--- config.mk ---
export PLATFORM = sky130hd
export DESIGN_NAME = idelay_tap_scanner_flat
export DESIGN_NICKNAME = d
export VERILOG_FILES = /design/src/rtl/idelay_tap_scanner_if.sv /design/src/rtl/idelay_tap_scanner.sv /design/src/flat_wrapper.sv
export SDC_FILE = /design/constraint.sdc
export NUM_CORES = 1
export LEC_CHECK = 0
export ABC_AREA = 0
export CELL_PAD_IN_SITES_DETAIL_PLACEMENT = 1
export CELL_PAD_IN_SITES_GLOBAL_PLACEMENT = 1
export CORE_UTILIZATION = 41
export DETAILED_ROUTE_END_ITERATION = 12
export PLACE_DENSITY_LB_ADDON = 0.1
export SETUP_SLACK_MARGIN = 0.15
export SLEW_MARGIN = 10
export SYNTH_ARGS = -nofsm -noshare
export SYNTH_HDL_FRONTEND = slang
export SYNTH_SLANG_ARGS = --single-unit
--- constraint.sdc ---
create_clock -name clk -period 5.55 [get_ports clk]
set_clock_uncertainty 0.1 [all_clocks]
set_input_delay 1.3875 -clock clk [delete_from_list [all_inputs] [get_ports clk]]
set_output_delay 1.3875 -clock clk [all_outputs]
set_load 0.005 [all_outputs]
--- src/rtl/idelay_tap_scanner_if.sv ---
// Result stream of the IDELAY tap scanner.
// A record moves when res_valid && res_ready; the producer holds the payload until then.
interface idelay_tap_scanner_if #(
  parameter int TAP_BITS = 5,
  parameter int CNT_BITS = 9
);
  logic                res_valid;
  logic                res_ready;
  logic [TAP_BITS-1:0] res_tap;
  logic [CNT_BITS-1:0] res_ones;
  logic [CNT_BITS-1:0] res_edges;

  modport master (
    output res_valid,
    output res_tap,
    output res_ones,
    output res_edges,
    input  res_ready
  );

  modport slave (
    input  res_valid,
    input  res_tap,
    input  res_ones,
    input  res_edges,
    output res_ready
  );
endinterface

--- src/rtl/idelay_tap_scanner.sv ---
// IDELAYE2 (VAR_LOAD) tap sweeper.
// For each tap 0..NUM_TAPS-1 the scanner loads the tap and waits SETTLE_CYCLES.
// It then samples DATAOUT for SAMPLE_CYCLES and reports the ones count and the
// transition count on the result stream. Losing cal_rdy ends the sweep early.
module idelay_tap_scanner #(
  parameter int  TAP_BITS      = 5,
  parameter int  NUM_TAPS      = 32,
  parameter int  SETTLE_CYCLES = 8,
  parameter int  SAMPLE_CYCLES = 256,
  localparam int CNT_BITS      = $clog2(SAMPLE_CYCLES + 1)
) (
  input  logic                clk,
  input  logic                rst,
  input  logic                cal_rdy,
  input  logic                start,
  input  logic                dly_data,
  output logic                dly_ld,
  output logic [TAP_BITS-1:0] dly_cntvalue,
  output logic                busy,
  output logic                done,
  output logic                aborted,
  idelay_tap_scanner_if.master res
);

  // One phase counter serves both the settle and the sample phase.
  localparam int CYC_MAX  = (SETTLE_CYCLES > SAMPLE_CYCLES) ? SETTLE_CYCLES : SAMPLE_CYCLES;
  localparam int CYC_BITS = $clog2(CYC_MAX + 1);

  localparam logic [CYC_BITS-1:0] SETTLE_LAST = CYC_BITS'(SETTLE_CYCLES - 1);
  localparam logic [CYC_BITS-1:0] SAMPLE_LAST = CYC_BITS'(SAMPLE_CYCLES - 1);
  localparam logic [TAP_BITS-1:0] TAP_LAST    = TAP_BITS'(NUM_TAPS - 1);

  typedef enum logic [2:0] {
    S_IDLE,
    S_LOAD,
    S_SETTLE,
    S_SAMPLE,
    S_REPORT
  } state_t;

  state_t              state_reg,   state_next;
  logic [TAP_BITS-1:0] tap_reg,     tap_next;
  logic [CYC_BITS-1:0] cyc_reg,     cyc_next;
  logic [CNT_BITS-1:0] ones_reg,    ones_next;
  logic [CNT_BITS-1:0] edges_reg,   edges_next;
  logic                lost_reg,    lost_next;
  logic                done_reg,    done_next;
  logic                aborted_reg, aborted_next;

  // Two-stage capture of DATAOUT. d_q is the current sample and d_qq the
  // previous one, so an edge is d_q != d_qq.
  logic d_q;
  logic d_qq;

  // Sample pipeline runs every cycle regardless of the sweep state.
  always_ff @(posedge clk) begin
    if (rst) begin
      d_q  <= 1'b0;
      d_qq <= 1'b0;
    end else begin
      d_q  <= dly_data;
      d_qq <= d_q;
    end
  end

  // State, tap index, phase counter and result counters.
  always_ff @(posedge clk) begin
    if (rst) begin
      state_reg   <= S_IDLE;
      tap_reg     <= '0;
      cyc_reg     <= '0;
      ones_reg    <= '0;
      edges_reg   <= '0;
      lost_reg    <= 1'b0;
      done_reg    <= 1'b0;
      aborted_reg <= 1'b0;
    end else begin
      state_reg   <= state_next;
      tap_reg     <= tap_next;
      cyc_reg     <= cyc_next;
      ones_reg    <= ones_next;
      edges_reg   <= edges_next;
      lost_reg    <= lost_next;
      done_reg    <= done_next;
      aborted_reg <= aborted_next;
    end
  end

  // Next-state logic: sweep sequencing, sampling and cal_rdy loss handling.
  always_comb begin
    state_next   = state_reg;
    tap_next     = tap_reg;
    cyc_next     = cyc_reg;
    ones_next    = ones_reg;
    edges_next   = edges_reg;
    lost_next    = lost_reg;
    done_next    = 1'b0;
    aborted_next = 1'b0;

    unique case (state_reg)
      S_IDLE: begin
        lost_next = 1'b0;
        if (start && cal_rdy) begin
          tap_next   = '0;
          state_next = S_LOAD;
        end
      end

      S_LOAD: begin
        ones_next  = '0;
        edges_next = '0;
        cyc_next   = '0;
        state_next = S_SETTLE;
      end

      S_SETTLE: begin
        if (cyc_reg == SETTLE_LAST) begin
          cyc_next   = '0;
          state_next = S_SAMPLE;
        end else begin
          cyc_next = cyc_reg + 1'b1;
        end
      end

      S_SAMPLE: begin
        // Exactly SAMPLE_CYCLES increments, so neither counter can exceed
        // SAMPLE_CYCLES and no wrap is possible.
        ones_next  = ones_reg + CNT_BITS'(d_q);
        edges_next = edges_reg + CNT_BITS'(d_q ^ d_qq);
        if (cyc_reg == SAMPLE_LAST) begin
          cyc_next   = '0;
          state_next = S_REPORT;
        end else begin
          cyc_next = cyc_reg + 1'b1;
        end
      end

      S_REPORT: begin
        // A cal_rdy drop here is remembered. The pending result is still
        // delivered, but the sweep ends at the handshake.
        if (!cal_rdy) begin
          lost_next = 1'b1;
        end
        if (res.res_ready) begin
          lost_next = 1'b0;
          if (lost_reg || !cal_rdy) begin
            tap_next     = '0;
            aborted_next = 1'b1;
            state_next   = S_IDLE;
          end else if (tap_reg == TAP_LAST) begin
            tap_next   = '0;
            done_next  = 1'b1;
            state_next = S_IDLE;
          end else begin
            tap_next   = tap_reg + 1'b1;
            state_next = S_LOAD;
          end
        end
      end

      default: begin
        tap_next   = '0;
        state_next = S_IDLE;
      end
    endcase

    // Losing calibration before the result exists discards this tap.
    if (!cal_rdy && (state_reg == S_LOAD || state_reg == S_SETTLE || state_reg == S_SAMPLE)) begin
      tap_next     = '0;
      cyc_next     = '0;
      aborted_next = 1'b1;
      state_next   = S_IDLE;
    end
  end

  // Outputs decoded from registered state only.
  // Nothing combinationally depends on inputs.
  assign dly_ld        = (state_reg == S_LOAD);
  assign busy          = (state_reg != S_IDLE);
  assign dly_cntvalue  = busy ? tap_reg : '0;
  assign done          = done_reg;
  assign aborted       = aborted_reg;
  assign res.res_valid = (state_reg == S_REPORT);
  assign res.res_tap   = tap_reg;
  assign res.res_ones  = ones_reg;
  assign res.res_edges = edges_reg;

endmodule

--- src/flat_wrapper.sv ---
// flat-port wrapper written by rule: the top's interface ports become plain ports
module idelay_tap_scanner_flat 
#(
  parameter int  TAP_BITS      = 5,
  parameter int  NUM_TAPS      = 32,
  parameter int  SETTLE_CYCLES = 8,
  parameter int  SAMPLE_CYCLES = 256,
  localparam int CNT_BITS      = $clog2(SAMPLE_CYCLES + 1)
)
  (clk, rst, cal_rdy, start, dly_data, dly_ld, dly_cntvalue, busy, done, aborted, res_res_valid, res_res_tap, res_res_ones, res_res_edges, res_res_ready);
  idelay_tap_scanner_if #(.TAP_BITS(TAP_BITS), .CNT_BITS(($clog2((256) + 1)))) res_i ();
  input  logic clk;
  input  logic rst;
  input  logic cal_rdy;
  input  logic start;
  input  logic dly_data;
  output logic dly_ld;
  output logic [TAP_BITS-1:0] dly_cntvalue;
  output logic busy;
  output logic done;
  output logic aborted;
  output wire logic [$bits(res_i.res_valid)-1:0] res_res_valid;
  output wire logic [$bits(res_i.res_tap)-1:0] res_res_tap;
  output wire logic [$bits(res_i.res_ones)-1:0] res_res_ones;
  output wire logic [$bits(res_i.res_edges)-1:0] res_res_edges;
  input wire logic [$bits(res_i.res_ready)-1:0] res_res_ready;
  assign res_res_valid = res_i.res_valid;
  assign res_res_tap = res_i.res_tap;
  assign res_res_ones = res_i.res_ones;
  assign res_res_edges = res_i.res_edges;
  assign res_i.res_ready = res_res_ready;
  idelay_tap_scanner #(.TAP_BITS(TAP_BITS), .NUM_TAPS(NUM_TAPS), .SETTLE_CYCLES(SETTLE_CYCLES), .SAMPLE_CYCLES(SAMPLE_CYCLES)) u_core (.clk(clk), .rst(rst), .cal_rdy(cal_rdy), .start(start), .dly_data(dly_data), .dly_ld(dly_ld), .dly_cntvalue(dly_cntvalue), .busy(busy), .done(done), .aborted(aborted), .res(res_i));
endmodule
==> results of run 1 <==
metal layers:
| metal | vias to the layer above | wire length, um | global-route usage [%] |
|---|---|---|---|
| li1 | 982 | - | - |
| met1 | 964 | 2483 | 27.43 |
| met2 | 37 | 2433 | 34.77 |
| met3 | 6 | 181 | 4.696 |
| met4 | 0 | 85 | 8.497 |
| met5 | - | 0 | 0 |
worst register-to-register path, stage by stage, from the launching register on:
cell	delay, ns
dfxtp_1	0.34
ha_1	0.25
nand3_1	0.15
nor2_1	0.10
nand3_1	0.12
inv_1	0.06
ha_1	0.19
and2_1	0.16
a311oi_2	0.77
o21ai_0	0.24
a21oi_1	0.19
power by group through the flow:
stage | clock network [W] | logic, W | registers (W)
after floorplan | 0 | 0.000150 | 0.000318
after global placement | 0 | 0.000180 | 0.000335
after detailed placement | 0 | 0.000184 | 0.000335
after CTS | 0.000209 | 0.000184 | 0.000329
after global routing | 0.000219 | 0.000204 | 0.000333
final | 0.000201 | 0.000182 | 0.000328
cells in the mapped netlist, drive strengths merged, types with 2 or more instances:
master  number
or3b         2
o21ai        8
o22ai        2
nand4        5
ha           9
nor4bb       2
nand3       11
nand2       23
and3         2
dfxtp       40
o311ai       3
a21oi       20
o21a         3
nand2b       3
or3          2
inv         10
a31oi        5
nand3b       9
o211ai       3
nor4         5
buf          6
and2         2
a22oi        5
clkbuf       5
a311oi       2
nand4b       2
nor3         9
a21o         4
or4          4
nor2b        6
nor2        26
mux2         2
cells by family (layout without fill, tap and decap cells):
kind of cell / count (synthesis) / in the layout
buffers and inverters: 21 / 56
XOR/XNOR: 1 / 1
multiplexers: 3 / 3
AND/OR/NAND/NOR: 115 / 115
AO/OA/AOI/OAI: 61 / 61
flip-flops: 40 / 40
adder cells (fa/ha/maj): 9 / 9
worst paths after layout:
check	startpoint	slack, ns	to	cells after the start
worst max-delay path	u_core.state_reg[0]	1.97	dly_ld	3
worst min register to register	u_core.lost_reg	0.40	u_core.lost_reg	2
worst min-delay path	u_core.lost_reg	0.40	u_core.lost_reg	2
worst max register to register	u_core.cyc_reg[0]	2.80	u_core.cyc_reg[7]	10
through the flow:
step | utilization [%] | area, um^2 | power [W]
floorplan | - | 2073 | 0.0004674
global placement | 51.74 | 2476 | 0.0005154
detailed placement | 51.74 | 2476 | 0.0005191
CTS | 53.62 | 2566 | 0.0007217
global route | 53.62 | 2566 | 0.0007561
finish | 53.62 | 2566 | 0.0007114
layout make-up:
type | instances | area share [%]
Multi-Input combinational cell | 189 | 45.73
Sequential cell | 40 | 31.20
Timing Repair Buffer | 38 | 14.82
Clock buffer | 8 | 3.510
Tap cell | 67 | 3.267
Inverter | 10 | 1.463
==> results.py, run 1 <==
metrics = {
    "route": {
        "remaining_drc_errors": 0,
        "route.final.wire_length_um": 5182,
        "initialDrtViolationCount": 128,
        "detail_route.vias_per_cell": 5.651,
        "drt_first_pass_iters": 4,
        "avgRoutedWirePerCell_um": 14.72,
        "routed-via-count": 1989,
        "route.antenna.remaining_nets": 0,
    },
    "cells_and_area": {
        "antenna-diode-count": 0,
        "ff_latch_area_um2": 800.8,
        "mostFrequentLayoutCell": "dfxtp_1",
        "area_growth_pct": 23.78,
        "final_net_count": 299,
        "n_fill_cell": 586,
        "final_cells": 352,
        "area_taken_by_multi_input_logic_gates_mm2": 0.001174,
        "commonest_cells_after_routing_fill_and_taps_aside": "40 x dfxtp_1, 38 x clkdlybuf4s50_1, 26 x nor2_1",
        "post_route_cells_drive_above_1_share_pct": 4.561,
    },
    "power": {
        "cellLeakagePower_nw": 0.8521,
        "clock_power_share_pct": 28.2,
        "internal-power_w": 0.0004678,
        "power.ir.vdd_worst_v": 0.0001236,
        "switchingPower_w": 0.0002435,
        "power.share.switching_pct": 34.24,
        "pwr_cell_area_mw_per_mm2": 277.2,
        "power.combinational.fraction_pct": 25.6,
        "share_seq_of_total_power_pct": 46.2,
    },
    "placed_design": {
        "pre_cts_ws_ns": 1.875,
        "place.port_buffers": 38,
        "post-dp-hpwl_um": 3671,
        "dpl.cell_count": 344,
        "globalplace.congestion": 0.7494,
    },
    "setup_path": {
        "top_family_by_delay_on_critical_path": "flip-flops",
        "critical_path.slowest_cell": "dfxtp_1",
        "critPathRequiredTime_ns": 4.06,
        "worstPathCellList": "or3b_2 > inv_1 > clkdlybuf4s50_1",
        "setup.worst_path.end_class": "output pin",
        "critical_path.startpoint_type": "flip-flop",
        "critical_path_buf_inv_count": 2,
        "cp_max_fo": 17,
        "arrival_ns": 2.09,
        "slowest_delay_ns": 0.64,
        "worst-setup-path-type": "flip-flop to output pin",
    },
    "global_routing": {
        "initial_antenna_violation_count": 0,
        "global_route.usage.total_pct": 21.38,
        "grt_start_max_net_pins": 25,
        "global_route.overflow_total": 0,
        "first_global_vias": 1902,
        "wire_length_of_the_first_global_routing_pass_um": 8797,
    },
    "yosys": {
        "dominant_combinational_cell_family_by_area_after_synthesis": "simple AND/OR/NAND/NOR gates",
        "synth_top_cell_area_share_pct": 38.62,
        "ys_types": 49,
        "synth.avg_cell_area_um2": 8.293,
        "ys_seq_elements": 40,
        "netlist.top_cell.by_area": "dfxtp_1",
        "synth_sequential_area_ratio_pct": 38.62,
        "fraction_of_the_mapped_netlist_area_in_compound_gates_pct": 19.43,
        "post_synth_instance_area_mm2": 0.002073,
        "synth-main-ff-cell": "dfxtp_1",
        "syn-num-nets": 265,
        "synthXorXnorAreaFrac_pct": 0.4225,
        "synth_cells": 250,
        "synth.area.mux_share_pct": 1.569,
        "synth-edff-count": 0,
        "ys_async_sr_fraction_pct": 0,
        "post_synth_adder_cell_area_pct": 5.432,
        "ys_top_cells_by_area": "dfxtp_1 39%, ha_1 5.4%, a21oi_1 4.8%",
        "yosysWarningCount": 0,
        "synth-simple-area-share_pct": 29.75,
    },
    "worst_hold_path": {
        "holdCritPathClass": "flip-flop to flip-flop",
    },
    "cts": {
        "worstSkewPairLatency_ns": 0.29,
        "post_cts_buffers": 0,
        "cts-hold-fix-buffers": 0,
        "cts-root-to-sink-buffers": 2,
        "tritoncts_num_sinks": 40,
        "clk_pin_slew_ns": 0.07,
        "ctsHtreeMaxLevel": 2,
        "number_of_gates_resized_after_cts": 0,
        "cts.root.buffer_cell": "clkbuf_8",
        "tritoncts.num_buffers": 5,
        "clock_tree_from_tritoncts": "built",
    },
    "sta": {
        "period_minus_slack_ns": 3.580,
        "fmax_mhz": 279.3,
        "final.hold.worst_slack_ns": 0.4029,
        "post_route_fraction_of_the_period_consumed_by_the_critical_path_pct": 64.50,
        "finalHoldViolCount": 0,
        "worstMarginPinSlew_ns": 1.183,
        "timing.slew.headroom_pct": 20.62,
        "final-setup-viol-count": 0,
        "grt_setup_unrepaired": "no",
        "setup_slack_ns": 1.970,
        "fin_setup_tns_ns": 0,
        "number_of_pins_with_negative_max_slew_slack_in_the_final_report": 0,
    },
    "floorplan": {
        "full_die_area_mm2": 0.005345,
        "core_area_mm2": 0.004786,
        "die_y_um": 73.11,
        "io_pins": 39,
        "floorplan.initialDensity_pct": 43.32,
        "placementRows": 25,
        "fp.dieW_um": 73.11,
    },
    "run": {
        "max_cap_violations": 0,
    },
    "outcome": {
        "outcome": "complete, no violations",
    },
}
Note: power is estimated with default switching activity, not from simulation.
==> inputs of run 2 (changes only) <==
--- a/config.mk
+++ b/config.mk
@@ -8,7 +8,7 @@
 export ABC_AREA = 0
 export CELL_PAD_IN_SITES_DETAIL_PLACEMENT = 1
 export CELL_PAD_IN_SITES_GLOBAL_PLACEMENT = 1
-export CORE_UTILIZATION = 41
+export CORE_UTILIZATION = 34
 export DETAILED_ROUTE_END_ITERATION = 12
 export PLACE_DENSITY_LB_ADDON = 0.1
 export SETUP_SLACK_MARGIN = 0.15
==> constraint.sdc (replaced) <==
create_clock -name clk -period 3.2 [get_ports clk]
set_clock_uncertainty 0.1 [all_clocks]
set_input_delay 0.8 -clock clk [delete_from_list [all_inputs] [get_ports clk]]
set_output_delay 0.8 -clock clk [all_outputs]
set_load 0.005 [all_outputs]
==> results.py, run 2 (synthesis gave the netlist of run 1 again) <==
metrics = {
    "cells_and_area": {
        "antenna-diode-count": 0,
        "mostFrequentLayoutCell": "dfxtp_1",
        "final_net_count": 306,
        "post_route_cells_drive_above_1_share_pct": 7.877,
        "commonest_cells_after_routing_fill_and_taps_aside": "39 x dfxtp_1, 38 x clkdlybuf4s50_1, 26 x nor2_1",
        "area_growth_pct": 28.61,
        "finalCoreUtilization_pct": 45.30,
    },
    "cts": {
        "clk_pin_slew_ns": 0.08,
        "cts-root-to-sink-buffers": 2,
        "worstSkewPairLatency_ns": 0.30,
        "cts-hold-fix-buffers": 0,
        "tritoncts_num_sinks": 40,
        "ctsHtreeMaxLevel": 2,
        "tritoncts.num_buffers": 5,
        "clock_tree_from_tritoncts": "built",
        "cts.root.buffer_cell": "clkbuf_8",
    },
    "placed_design": {
        "post-dp-hpwl_um": 3842,
        "globalplace.congestion": 0.7827,
        "place.port_buffers": 38,
    },
    "global_routing": {
        "first_global_vias": 1935,
        "grt_start_max_net_pins": 24,
        "initial_antenna_violation_count": 0,
        "global_route.usage.total_pct": 18.15,
        "global_route.overflow_total": 0,
        "wire_length_of_the_first_global_routing_pass_um": 9032,
    },
    "sta": {
        "final-setup-viol-count": 0,
        "number_of_pins_with_negative_max_slew_slack_in_the_final_report": 0,
        "finalHoldViolCount": 0,
        "worstMarginPinSlew_ns": 0.5215,
        "period_minus_slack_ns": 2.856,
        "post_route_fraction_of_the_period_consumed_by_the_critical_path_pct": 89.27,
        "timing.slew.headroom_pct": 65.10,
        "fmax_mhz": 350.1,
        "grt_setup_unrepaired": "no",
        "fin_setup_tns_ns": 0,
    },
    "outcome": {
        "outcome": "complete, no violations",
    },
    "floorplan": {
        "floorplan.initialDensity_pct": 35.23,
        "full_die_area_mm2": 0.006414,
        "fp.dieW_um": 80.09,
        "core_area_mm2": 0.005886,
        "placementRows": 28,
        "io_pins": 39,
        "die_y_um": 80.09,
    },
    "worst_hold_path": {
        "holdCritPathClass": "flip-flop to flip-flop",
    },
    "route": {
        "route.antenna.remaining_nets": 0,
        "routed-via-count": 2030,
        "drt_first_pass_iters": 4,
        "route.final.wire_length_um": 5449,
        "avgRoutedWirePerCell_um": 14.85,
        "detail_route.vias_per_cell": 5.531,
        "remaining_drc_errors": 0,
        "initialDrtViolationCount": 48,
    },
    "power": {
        "power.ir.vdd_worst_v": 0.0002490,
        "pwr_cell_area_mw_per_mm2": 524.0,
        "cellLeakagePower_nw": 0.9059,
    },
    "run": {
        "max_cap_violations": 0,
    },
    "setup_path": {
        "critPathRequiredTime_ns": 2.30,
        "arrival_ns": 1.96,
        "cp_max_fo": 17,
        "critical_path.startpoint_type": "flip-flop",
        "setup.worst_path.end_class": "output pin",
        "worst-setup-path-type": "flip-flop to output pin",
    },
}
-- run 2: final timing paths --
kind                                     startpoint                   to  slack (ns)  cells after the start
worst max-delay path            u_core.state_reg[0]               dly_ld        0.34                      3
worst min-delay path                     u_core.d_q          u_core.d_qq        0.40                      1
worst max register to register    u_core.cyc_reg[0]  u_core.state_reg[2]        1.01                     11
worst min register to register           u_core.d_q          u_core.d_qq        0.40                      1
-- run 2: area by class of cell --
class	instances	area, um^2
inverter	10	37.54
clock inverter	1	30.03
clock buffer	7	96.34
tap	75	93.84
timing repair buffer	45	432.9
fill	714	3219
multi-input combinational	189	1174
sequential	40	802.0
-- run 2: what timing repair did --
action                     4_1_cts  5_1_grt
setup buffers                    0        0
resized for setup                0        1
setup endpoints to repair        0        1
-- run 2: layer usage --
layer	up-vias	share of wire [%]	track usage, %
met1	997	46	21.65
met3	7	2.5	3.409
met2	28	50	32.14
met5	-	0	0
met4	0	1.2	6.607
li1	998	-	-
-- run 2: worst max-delay path: stages, from the launching register on --
cell	delay, ns
dfxtp_2	0.51
or3b_2	0.58
inv_1	0.09
clkdlybuf4s50_1	0.49
-- run 2: power breakdown --
group / total (W) / internal [W] / switching [W]
combinational: 0.000371 / 0.000152 / 0.000219
sequential: 0.000561 / 0.000520 / 0.0000411
clock: 0.000465 / 0.000276 / 0.000189
total: 0.00140 / 0.000948 / 0.000449
-- run 2: metrics by stage --
step / total power [W] / instances / hold slack, ns / worst slack [ns] / instance area (um^2)
after floorplan: 0.0008107 / 250 / 0.3718 / 1.120 / 2073
after global placement: 0.0009459 / 359 / 0.3857 / 0.5252 / 2539
after detailed placement: 0.0009478 / 359 / 0.3948 / 0.5157 / 2539
after CTS: 0.001419 / 367 / 0.4073 / 0.1667 / 2665
after global routing: 0.001484 / 367 / 0.4303 / 0.2613 / 2666
final: 0.001397 / 367 / 0.4041 / 0.3435 / 2666
==> inputs of run 3 (changes only) <==
--- a/config.mk
+++ b/config.mk
@@ -12,7 +12,7 @@
 export DETAILED_ROUTE_END_ITERATION = 12
 export PLACE_DENSITY_LB_ADDON = 0.1
 export SETUP_SLACK_MARGIN = 0.15
-export SLEW_MARGIN = 10
+export SLEW_MARGIN = 40
 export SYNTH_ARGS = -nofsm -noshare
 export SYNTH_HDL_FRONTEND = slang
 export SYNTH_SLANG_ARGS = --single-unit
==> results of run 3 <==
Final layout, timing and power as in run 2 (identical DEF).
